**src/rtl/sl_rx_ctrl.sv**
```systemverilog
// SL receiver controller: arms the asynchronous SL receiver and synchronises its
// ready/valid flags into clk. Completed words are right-aligned and queued in a
// small FIFO, then offered downstream with a valid/ready handshake. Bad frames
// and FIFO overflows are counted for the bridge.
module sl_rx_ctrl #(
  parameter int FIFO_DEPTH  = 4,
  parameter int SYNC_STAGES = 2,
  parameter int ARM_CYCLES  = 4
) (
  input  logic                          clk,
  input  logic                          reset,
  input  logic                          cfg_enable,
  input  logic [1:0]                    cfg_mode,
  input  logic                          clr_status,
  output logic                          rx_reset_n,
  output logic [1:0]                    rx_mode,
  input  logic [31:0]                   rx_data,
  input  logic                          rx_valid,
  input  logic                          rx_ready,
  output logic [31:0]                   out_data,
  output logic                          out_valid,
  input  logic                          out_ready,
  output logic [$clog2(FIFO_DEPTH):0]   fifo_level,
  output logic [7:0]                    err_cnt,
  output logic                          overflow,
  output logic                          cfg_err,
  output logic                          busy
);

  localparam int LW = $clog2(FIFO_DEPTH);
  localparam int CW = $clog2(ARM_CYCLES + 1);

  typedef enum logic [1:0] {
    S_OFF = 2'd0,
    S_ARM = 2'd1,
    S_RUN = 2'd2
  } state_t;

  state_t                 r_state;
  logic [CW-1:0]          r_arm_cnt;
  logic                   r_rx_reset_n;
  logic [1:0]             r_rx_mode;
  logic                   r_cfg_err;
  logic                   r_busy;

  logic [SYNC_STAGES-1:0] r_ready_sync;
  logic [SYNC_STAGES-1:0] r_valid_sync;
  logic                   r_ready_d;

  logic [31:0]            r_mem [FIFO_DEPTH];
  logic [LW-1:0]          r_wptr;
  logic [LW-1:0]          r_rptr;
  logic [LW:0]            r_level;
  logic [7:0]             r_err_cnt;
  logic                   r_overflow;

  logic                   w_ready_s;
  logic                   w_valid_s;
  logic                   w_event;
  logic                   w_full;
  logic                   w_pop;
  logic                   w_push;
  logic [31:0]            w_word;

  // Configuration FSM: OFF -> ARM (receiver held in reset) -> RUN, with registered outputs
  always_ff @(posedge clk or posedge reset) begin
    if (reset) begin
      r_state      <= S_OFF;
      r_arm_cnt    <= '0;
      r_rx_reset_n <= 1'b0;
      r_rx_mode    <= 2'd0;
      r_cfg_err    <= 1'b0;
      r_busy       <= 1'b0;
    end else begin
      // NOTE: sequential state uses non-blocking assignments so every flop samples
      // pre-edge values regardless of statement order.
      r_cfg_err <= cfg_enable && (cfg_mode == 2'd3);
      case (r_state)
        S_OFF: begin
          if (cfg_enable && (cfg_mode != 2'd3)) begin
            r_state   <= S_ARM;
            r_rx_mode <= cfg_mode;
            r_arm_cnt <= '0;
            r_busy    <= 1'b1;
          end
        end
        S_ARM: begin
          if (!cfg_enable) begin
            r_state <= S_OFF;
            r_busy  <= 1'b0;
          end else if (r_arm_cnt == CW'(ARM_CYCLES - 1)) begin
            r_state      <= S_RUN;
            r_rx_reset_n <= 1'b1;
          end else begin
            r_arm_cnt <= r_arm_cnt + 1'b1;
          end
        end
        S_RUN: begin
          if (!cfg_enable || (cfg_mode == 2'd3)) begin
            r_state      <= S_OFF;
            r_rx_reset_n <= 1'b0;
            r_busy       <= 1'b0;
          end else if (cfg_mode != r_rx_mode) begin
            r_state      <= S_ARM;
            r_rx_mode    <= cfg_mode;
            r_arm_cnt    <= '0;
            r_rx_reset_n <= 1'b0;
          end
        end
        default: begin
          r_state      <= S_OFF;
          r_rx_reset_n <= 1'b0;
          r_busy       <= 1'b0;
        end
      endcase
    end
  end

  // Synchronise receiver flags into clk and keep the previous ready for edge detection
  always_ff @(posedge clk or posedge reset) begin
    if (reset) begin
      r_ready_sync <= '0;
      r_valid_sync <= '0;
      r_ready_d    <= 1'b0;
    end else begin
      r_ready_sync <= {r_ready_sync[SYNC_STAGES-2:0], rx_ready};
      r_valid_sync <= {r_valid_sync[SYNC_STAGES-2:0], rx_valid};
      r_ready_d    <= w_ready_s;
    end
  end

  assign w_ready_s = r_ready_sync[SYNC_STAGES-1];
  assign w_valid_s = r_valid_sync[SYNC_STAGES-1];
  // Edges seen outside RUN still update r_ready_d, so they are consumed and ignored.
  assign w_event   = w_ready_s && !r_ready_d && (r_state == S_RUN);

  // Right-align the received word according to the active word length
  always_comb begin
    // NOTE: default first so every path assigns w_word and no latch is inferred.
    w_word = rx_data;
    case (r_rx_mode)
      2'd0:    w_word = {24'h0, rx_data[31:24]};
      2'd1:    w_word = {16'h0, rx_data[31:16]};
      default: w_word = rx_data;
    endcase
  end

  assign w_full = (r_level == (LW + 1)'(FIFO_DEPTH));
  assign w_pop  = (r_level != '0) && out_ready;
  assign w_push = w_event && w_valid_s && (!w_full || w_pop);

  // FIFO storage written on accepted pushes
  // NOTE: the storage array has no reset; the level counter alone defines which
  // entries are meaningful, and out_data is forced to 0 while empty.
  always_ff @(posedge clk) begin
    if (w_push) begin
      r_mem[r_wptr] <= w_word;
    end
  end

  // FIFO pointers, level and status counters
  always_ff @(posedge clk or posedge reset) begin
    if (reset) begin
      r_wptr     <= '0;
      r_rptr     <= '0;
      r_level    <= '0;
      r_err_cnt  <= 8'd0;
      r_overflow <= 1'b0;
    end else begin
      if (w_push) r_wptr <= r_wptr + 1'b1;
      if (w_pop)  r_rptr <= r_rptr + 1'b1;
      case ({w_push, w_pop})
        2'b10:   r_level <= r_level + 1'b1;
        2'b01:   r_level <= r_level - 1'b1;
        default: r_level <= r_level;
      endcase
      // Clearing takes priority over a same-cycle increment or set.
      if (clr_status) begin
        r_err_cnt  <= 8'd0;
        r_overflow <= 1'b0;
      end else begin
        if (w_event && !w_valid_s && (r_err_cnt != 8'hFF)) r_err_cnt <= r_err_cnt + 1'b1;
        if (w_event && w_valid_s && w_full && !w_pop)      r_overflow <= 1'b1;
      end
    end
  end

  assign out_data   = (r_level != '0) ? r_mem[r_rptr] : 32'h0;
  assign out_valid  = (r_level != '0);
  assign fifo_level = r_level;
  assign err_cnt    = r_err_cnt;
  assign overflow   = r_overflow;
  assign rx_reset_n = r_rx_reset_n;
  assign rx_mode    = r_rx_mode;
  assign cfg_err    = r_cfg_err;
  assign busy       = r_busy;

endmodule

```
**config.mk**
```make
export PLATFORM = sky130hd
export DESIGN_NAME = sl_rx_ctrl
export DESIGN_NICKNAME = d
export VERILOG_FILES = /design/src/rtl/sl_rx_ctrl.sv
export SDC_FILE = /design/constraint.sdc
export NUM_CORES = 1
export LEC_CHECK = 0
export ABC_AREA = 0
export CAP_MARGIN = 20
export CORE_MARGIN = 2
export CORE_UTILIZATION = 45
export DETAILED_ROUTE_END_ITERATION = 16
export HOLD_SLACK_MARGIN = 0.06
export PLACE_DENSITY = 0.67
export SETUP_SLACK_MARGIN = 0.15
export SYNTH_ARGS = -nofsm -noshare
export SYNTH_HDL_FRONTEND = slang
export SYNTH_SLANG_ARGS = --single-unit
```
**constraint.sdc**
```tcl
create_clock -name clk -period 5.98 [get_ports clk]
set_input_delay 1.794 -clock clk [delete_from_list [all_inputs] [get_ports clk]]
set_output_delay 1.794 -clock clk [all_outputs]
set_load 0.01 [all_outputs]
```
==> flow_summary_export.csv <==
group,metric,value,unit
setup_path,worst_setup_path_start_kind,"register",
timing,setup-tns-final,0,ns
routing,route.antenna.remaining_nets,0,
floorplanning,die_area,16100,sq um
hold_path,hold_path_class,"register to register",
place,place.detailed.instances,674,
setup_path,worst_path_largest_cell_delay,0.75,ns
timing,finalHoldViolCount,0,
cells_and_area,antenna-diode-count,0,
cts,quantity_of_hold_fixing_buffers_added_after_cts,0,
place,portBuffers,90,
outcome,run_status,"completed",
place,dpl_worst_slack,1.67,ns
cells_and_area,final.fill_count,1105,
synthesis,ys_seq_elements,159,
floorplanning,row_count,44,
synthesis,async_reset_ff_frac,0.195,
synthesis,syn_area_cell,16.4,sq um
timing,tightest_slew_margin_relative_to_the_limit,0.427,
power,p_per_area,429,nW/um^2
setup_path,cp_top_family,"buffers and inverters",
timing,timing.fmax,0.222,GHz
cells_and_area,layout_cell_share_with_drive_strength_beyond_1,0.144,
place,gpl.final_weighted_congestion,0.817,
hold_path,worstHoldPathCells,0,
synthesis,yosys.area.top_type_share,0.567,
timing,max_slew.worst_pin.slew,0.860,ns
setup_path,critical_path.max_fanout,19,
routing,avgRoutedWirePerCell,20.1,um
timing,period_minus_ws_final,4.50,ns
floorplanning,die_w,127,um
synthesis,synth_edf_count,128,
power,power.leakage,0.00299,uW
floorplanning,core-area,14600,sq um
setup_path,critical_path_sink_type,"primary output",
cells_and_area,area_growth,25.8,%
timing,final_critical_path_setup_slack,1.48,ns
cts,cts.sinks,159,
synthesis,synthesis.yosys.warnings,0,
cts,post_cts.repair.setup_buffers,0,
timing,fin_worst_skew,0.0115,ns
hold_path,timing.hold.worst_endpoint,"r_valid_sync[1]",
power,vdd_ir_drop_max,0.317,mV
synthesis,synth_cell_type_count,52,
cts,clock_pin_transition_on_the_worst_setup_and_hold_timing_paths,0.06,ns
cts,clockBufferDepth,2,
synthesis,synth_fp_nets,463,
synthesis,synth.area.top_cells,"edfxtp_1 (57%), dfrtp_1 (11%), mux4_2 (11%)",
cts,tritoncts,"done",
cts,cts_max_level,4,
synthesis,most_area_hungry_cell_type_in_the_yosys_netlist,"edfxtp_1",
setup_path,ordered_cell_list_for_the_critical_path,"buf_4 > mux4_2 > and2_1 > clkdlybuf4s50_1",
setup_path,crit-reg2reg-capture,"r_mem[2][10]",
floorplanning,ports,91,
place,hpwlAfterDp,9480,um
cts,cts_repair_resize_count,0,
setup_path,worstPathArrival,2.70,ns
setup_path,worstReg2RegStart,"r_state[0]",
synthesis,synthTopCellsByCount,"edfxtp_1 (128), and2_1 (54), mux4_2 (32), dfrtp_1 (31), nand2_1 (17)",
synthesis,syn_inst,414,
cells_and_area,finalNetCount,558,
global_routing,grt_first_pass_wirelength,22000,um
timing,rsz0062_at_grt,"false",
cells_and_area,finalNonFillerCells,706,
routing,route.final.wire_length,14200,um
routing,detailedRoute.firstIterationViolations,438,
global_routing,grt_max_degree,44,
global_routing,globalRouteOverflowTotal,0,
setup_path,crit_required,4.19,ns
cts,clock-root-buffer,"clkbuf_16",
routing,vias,3832,
timing,fin_crit_sh,0.752,
floorplanning,initial_util,0.463,
run,max-cap-violations,0,
cells_and_area,stdcell_area,8530,sq um
floorplanning,fp.dieH,127,um
setup_path,crit_slowest_cell,"dfrtp_2",
place,placedInstanceArea,7890,sq um
routing,detail_route.vias_per_cell,5.43,
setup_path,worstPathBufferInverterCount,2,
global_routing,grt_antenna_before_repair,0,
global_routing,groute.usage.overall,0.184,
global_routing,first_global_vias,4035,
synthesis,dominantRegCellSynth,"edfxtp_1",
setup_path,r2r_cells,5,
routing,number_of_iterations_in_the_first_detailed_routing_pass,4,
cts,clk_latency,0.42,ns
timing,report.final.slew_viol_count,0,
cts,numCtsBuffers,17,
setup_path,regToRegSetupSlack,3.15,ns
synthesis,netlist_area,6780,sq um
synthesis,ys_seq_area_frac,0.681,
synthesis,library_cell_with_the_highest_instance_count_after_synthesis,"edfxtp_1",
timing,finalSetupViolations,0,
hold_path,holdCritStartpoint,"r_valid_sync[0]",
setup_path,worst-setup-path-type,"register to primary output",
routing,drc,0,
-- layout by cell type (no fill, tap or decap), types with 2 or more instances in the layout --
| cell | netlist | routed |
|---|---|---|
| nor3_1 | 2 | 2 |
| bufinv_16 | 0 | 6 |
| inv_1 | 11 | 11 |
| o21ai_1 | 3 | 3 |
| ha_1 | 7 | 7 |
| nand3b_1 | 3 | 3 |
| a22o_1 | 10 | 10 |
| dfrtp_2 | 0 | 2 |
| nor2_1 | 14 | 14 |
| a21oi_1 | 10 | 10 |
| clkinv_2 | 0 | 4 |
| nand4_1 | 2 | 2 |
| o41ai_1 | 2 | 2 |
| mux2i_1 | 9 | 9 |
| xnor2_1 | 7 | 7 |
| or4_1 | 2 | 2 |
| nand3_1 | 6 | 6 |
| buf_4 | 2 | 8 |
| mux4_2 | 32 | 32 |
| and3_1 | 3 | 3 |
| nor2b_1 | 2 | 2 |
| dfrtp_1 | 31 | 29 |
| nand2_1 | 17 | 17 |
| clkinv_1 | 0 | 4 |
| mux2_1 | 2 | 2 |
| a211oi_1 | 2 | 2 |
| o21ai_0 | 7 | 7 |
| and2_1 | 54 | 54 |
| clkdlybuf4s50_1 | 0 | 90 |
| edfxtp_1 | 128 | 128 |
| nand2b_1 | 3 | 3 |
| clkbuf_16 | 0 | 17 |
-- cell families after synthesis --
logic type | share of synthesized area
adder cells (fa/ha/maj) | 0.0159
XOR/XNOR | 0.00904
AND/OR/NAND/NOR | 0.0983
AO/OA/AOI/OAI | 0.0487
buffers and inverters | 0.0223
multiplexers | 0.125
flip-flops | 0.681
-- power breakdown --
part	switching, uW	internal [uW]
clock	399	773
combinational	468	602
sequential	126	1290
total	994	2670
-- worst max-delay path by stage --
stage,startpoint,endpoint,slack [ns],depth (start not counted)
3_5_place_dp,out_ready,r_mem[2][2],1.67,5
4_1_cts,r_rptr[0],out_data[6],1.39,4
2_1_floorplan,out_ready,r_mem[0][0],2.34,4
3_3_place_gp,out_ready,r_mem[3][11],1.78,5
5_1_grt,r_rptr[0],out_data[18],1.29,4
6_report,r_rptr[0],out_data[15],1.48,4
-- layout make-up --
type / count / area (sq um) / area share
Multi-Input combinational cell: 221 / 2010 / 0.236
Tap cell: 184 / 230 / 0.0270
Clock inverter: 15 / 223 / 0.0261
Clock buffer: 17 / 425 / 0.0499
Inverter: 11 / 41.3 / 0.00484
Sequential cell: 159 / 4620 / 0.542
Timing Repair Buffer: 99 / 981 / 0.115
-- flip-flops by register name, indices dropped and copies added (netlist names) --
signal / cells
rx_mode: 2
r_mem: 128
r_wptr: 2
r_arm_cnt: 3
r_rptr: 2
busy: 1
rx_reset_n: 1
r_ready_d: 1
overflow: 1
r_ready_sync: 2
r_state: 2
err_cnt: 8
r_valid_sync: 2
cfg_err: 1
fifo_level: 3
-- per-layer routing --
metal  routed length (um)  global-route usage  part of all wire
met1                 5790               0.233              0.41
met2                 7440               0.310              0.52
met3                  799              0.0489             0.056
met4                  171              0.0621             0.012
met5                    0                   0                 0
-- metrics by stage --
| step | hold slack [ns] | power [uW] | utilization |
|---|---|---|---|
| after detailed placement | 0.336 | 2530 | 0.538 |
| after CTS | 0.349 | 3710 | 0.583 |
| after global placement | 0.334 | 2510 | 0.538 |
| after global routing | 0.354 | 3840 | 0.583 |
| after floorplan | 0.331 | 2040 | - |
| final | 0.348 | 3660 | 0.583 |
Power figures use the tool's default switching activity.
==> RTL edit: new RTL, same settings <==
`ARM_CYCLES`: 4 -> 8.
--- a/src/rtl/sl_rx_ctrl.sv
+++ b/src/rtl/sl_rx_ctrl.sv
@@ -5,7 +5,7 @@
 module sl_rx_ctrl #(
   parameter int FIFO_DEPTH  = 4,
   parameter int SYNC_STAGES = 2,
-  parameter int ARM_CYCLES  = 4
+  parameter int ARM_CYCLES  = 8
 ) (
   input  logic                          clk,
   input  logic                          reset,
Check against the original RTL: not equivalent (Yosys sat finds a counterexample within 10 cycles, from zero or initial values and one cycle with reset high).
==> RTL edit against the original RTL <==
  * Routed wire length is 0.81% higher
  * Clock skew is 0.0071 ns lower
  * Highest routed layer unchanged
  * Cell area is 1.3% higher
  * Sequential cell count is 1 higher
  * Worst setup slack worse by 0.11 ns
  * Register-to-register slack better by 0.51 ns
  * Power is 7.7% lower
  * Synthesized area is 1.1% higher
  * Global-route usage is 0.16 points higher
==> RTL edit: results (changes against the original RTL) <==
| Metric | Value |
|---|---|
| Status | `finished, final reports clean` |
| Met1 Track Usage GR | `23.9% (+0.57 points)` |
| Share of cells above drive strength 1 | `16.3% (+1.9 points)` |
| CP endpoint | `out_data[18]` |
| Post-CTS Resized | `0 (unchanged)` |
| FF-to-FF setup slack | `3.66 ns (+0.51 ns)` |
| Port Buf Inserts | `90 (unchanged)` |
| Critical R2R Capture | `fifo_level[2]$_DFFE_PP0P_` |
| Psw | `0.000866 W (-13%)` |
| Area contributors post-synth | `edfxtp_1, dfrtp_1, mux4_2` |
| Slew @ Worst Pin | `0.933 ns (+0.0726 ns)` |
| Met2 usage | `30.7% (-0.27 points)` |
| Mapped Nets | `467 (+0.86%)` |
| Placed Cells | `685 (+1.6%)` |
| Met3 usage | `4.90% (+0.0070 points)` |
| Total Power | `0.00338 W (-7.7%)` |
| Peak VDD IR | `0.000223 V (-30%)` |
| Clock share of power | `35.6% (+3.6 points)` |
| Top FF cell, synth | `edfxtp_1` |
| Crit path DAT | `2.81 ns (+0.11 ns)` |
| Post-synth ARST share | `20.0% (+0.50 points)` |
| Dpl hpwl | `9210 um (-2.8%)` |
| Seq pwr | `0.00134 W (-6%)` |
| Crit-path max FO | `18 (-1)` |
| NumNets Final | `564 (+1.1%)` |
| First-pass GRT wire length | `22300 um (+1.4%)` |
| DRT iter0 DRCs | `267 (-39%)` |
| Worst r2r path cells | `9 (+4)` |
| Placement-stage worst setup slack | `1.74 ns (+0.0702 ns)` |
| Total vias in the final route | `3972 (+3.7%)` |
| Top cells by count, synth | `edfxtp_1, and2_1, dfrtp_1, mux4_2, nand2_1` |
| Setup Skew | `0.00443 ns (-0.00705 ns)` |
| Final GP Congestion | `0.806 (-1.3%)` |
| Achievable Freq | `0.217 GHz (-2.4%)` |
| Dpl cell area | `0.00798 mm2 (+1.1%)` |
| Synth Area per Inst | `16.4 um2 (about the same)` |
| LEAKAGE | `3.03 nW (+1.3%)` |
| Register area share after synthesis | `67.7% (-0.39 points)` |
| GRT Total Usage | `18.6% (+0.16 points)` |
| Final Non-Filler Cells | `716 (+1.4%)` |
| Final wirelength | `14300 um (+0.81%)` |
| Reg-to-reg critical path startpoint | `fifo_level[1]$_DFFE_PP0P_` |
| YS warnings | `0 (unchanged)` |
| Distinct cell type count after synthesis | `52 (unchanged)` |
RTL edit: kinds of logic after synthesis:
kind of cell	after synthesis	synth area share (%)
AOI/OAI and AO/OA	49	5.25
and+or+nand+nor	117	10.1
DFF	160	67.7
xor gates and xnor gates	8	1.02
muxes	45	12.5
buffers and inverters	32	1.88
adders and majority gates	8	1.53
RTL edit: area by class of cell:
cell class,instances,area (um2)
Inverter,11,41.3
Fill cell,1155,6390
Tap cell,188,235
Clock inverter,13,236
Sequential cell,160,4650
Multi-Input combinational cell,227,2080
Timing Repair Buffer,99,968
Clock buffer,18,429
RTL edit: layer usage:
layer / up-vias / part of all wire, %
li1: 1804 / -
met1: 2006 / 43
met2: 145 / 50
met3: 17 / 6.3
met4: 0 / 1.5
met5: - / 0
RTL edit: critical path, cell delays in order (launching register included):
cell             delay [ns]
dfrtp_2                0.75
buf_4                  0.44
mux4_2                 0.55
and2_1                 0.17
clkdlybuf4s50_1        0.48
RTL edit: worst min-delay path by stage:
stage | start | to | slack [ns] | depth (start not counted)
floorplan | r_ready_sync[0]$_DFF_PP0_ | r_ready_sync[1]$_DFF_PP0_ | 0.33 | 0
global placement | r_ready_sync[0]$_DFF_PP0_ | r_ready_sync[1]$_DFF_PP0_ | 0.33 | 0
detailed placement | r_ready_sync[0]$_DFF_PP0_ | r_ready_sync[1]$_DFF_PP0_ | 0.34 | 0
CTS | r_ready_sync[0]$_DFF_PP0_ | r_ready_sync[1]$_DFF_PP0_ | 0.35 | 0
global route | r_ready_sync[0]$_DFF_PP0_ | r_ready_sync[1]$_DFF_PP0_ | 0.36 | 0
finish | r_ready_sync[0]$_DFF_PP0_ | r_ready_sync[1]$_DFF_PP0_ | 0.35 | 0
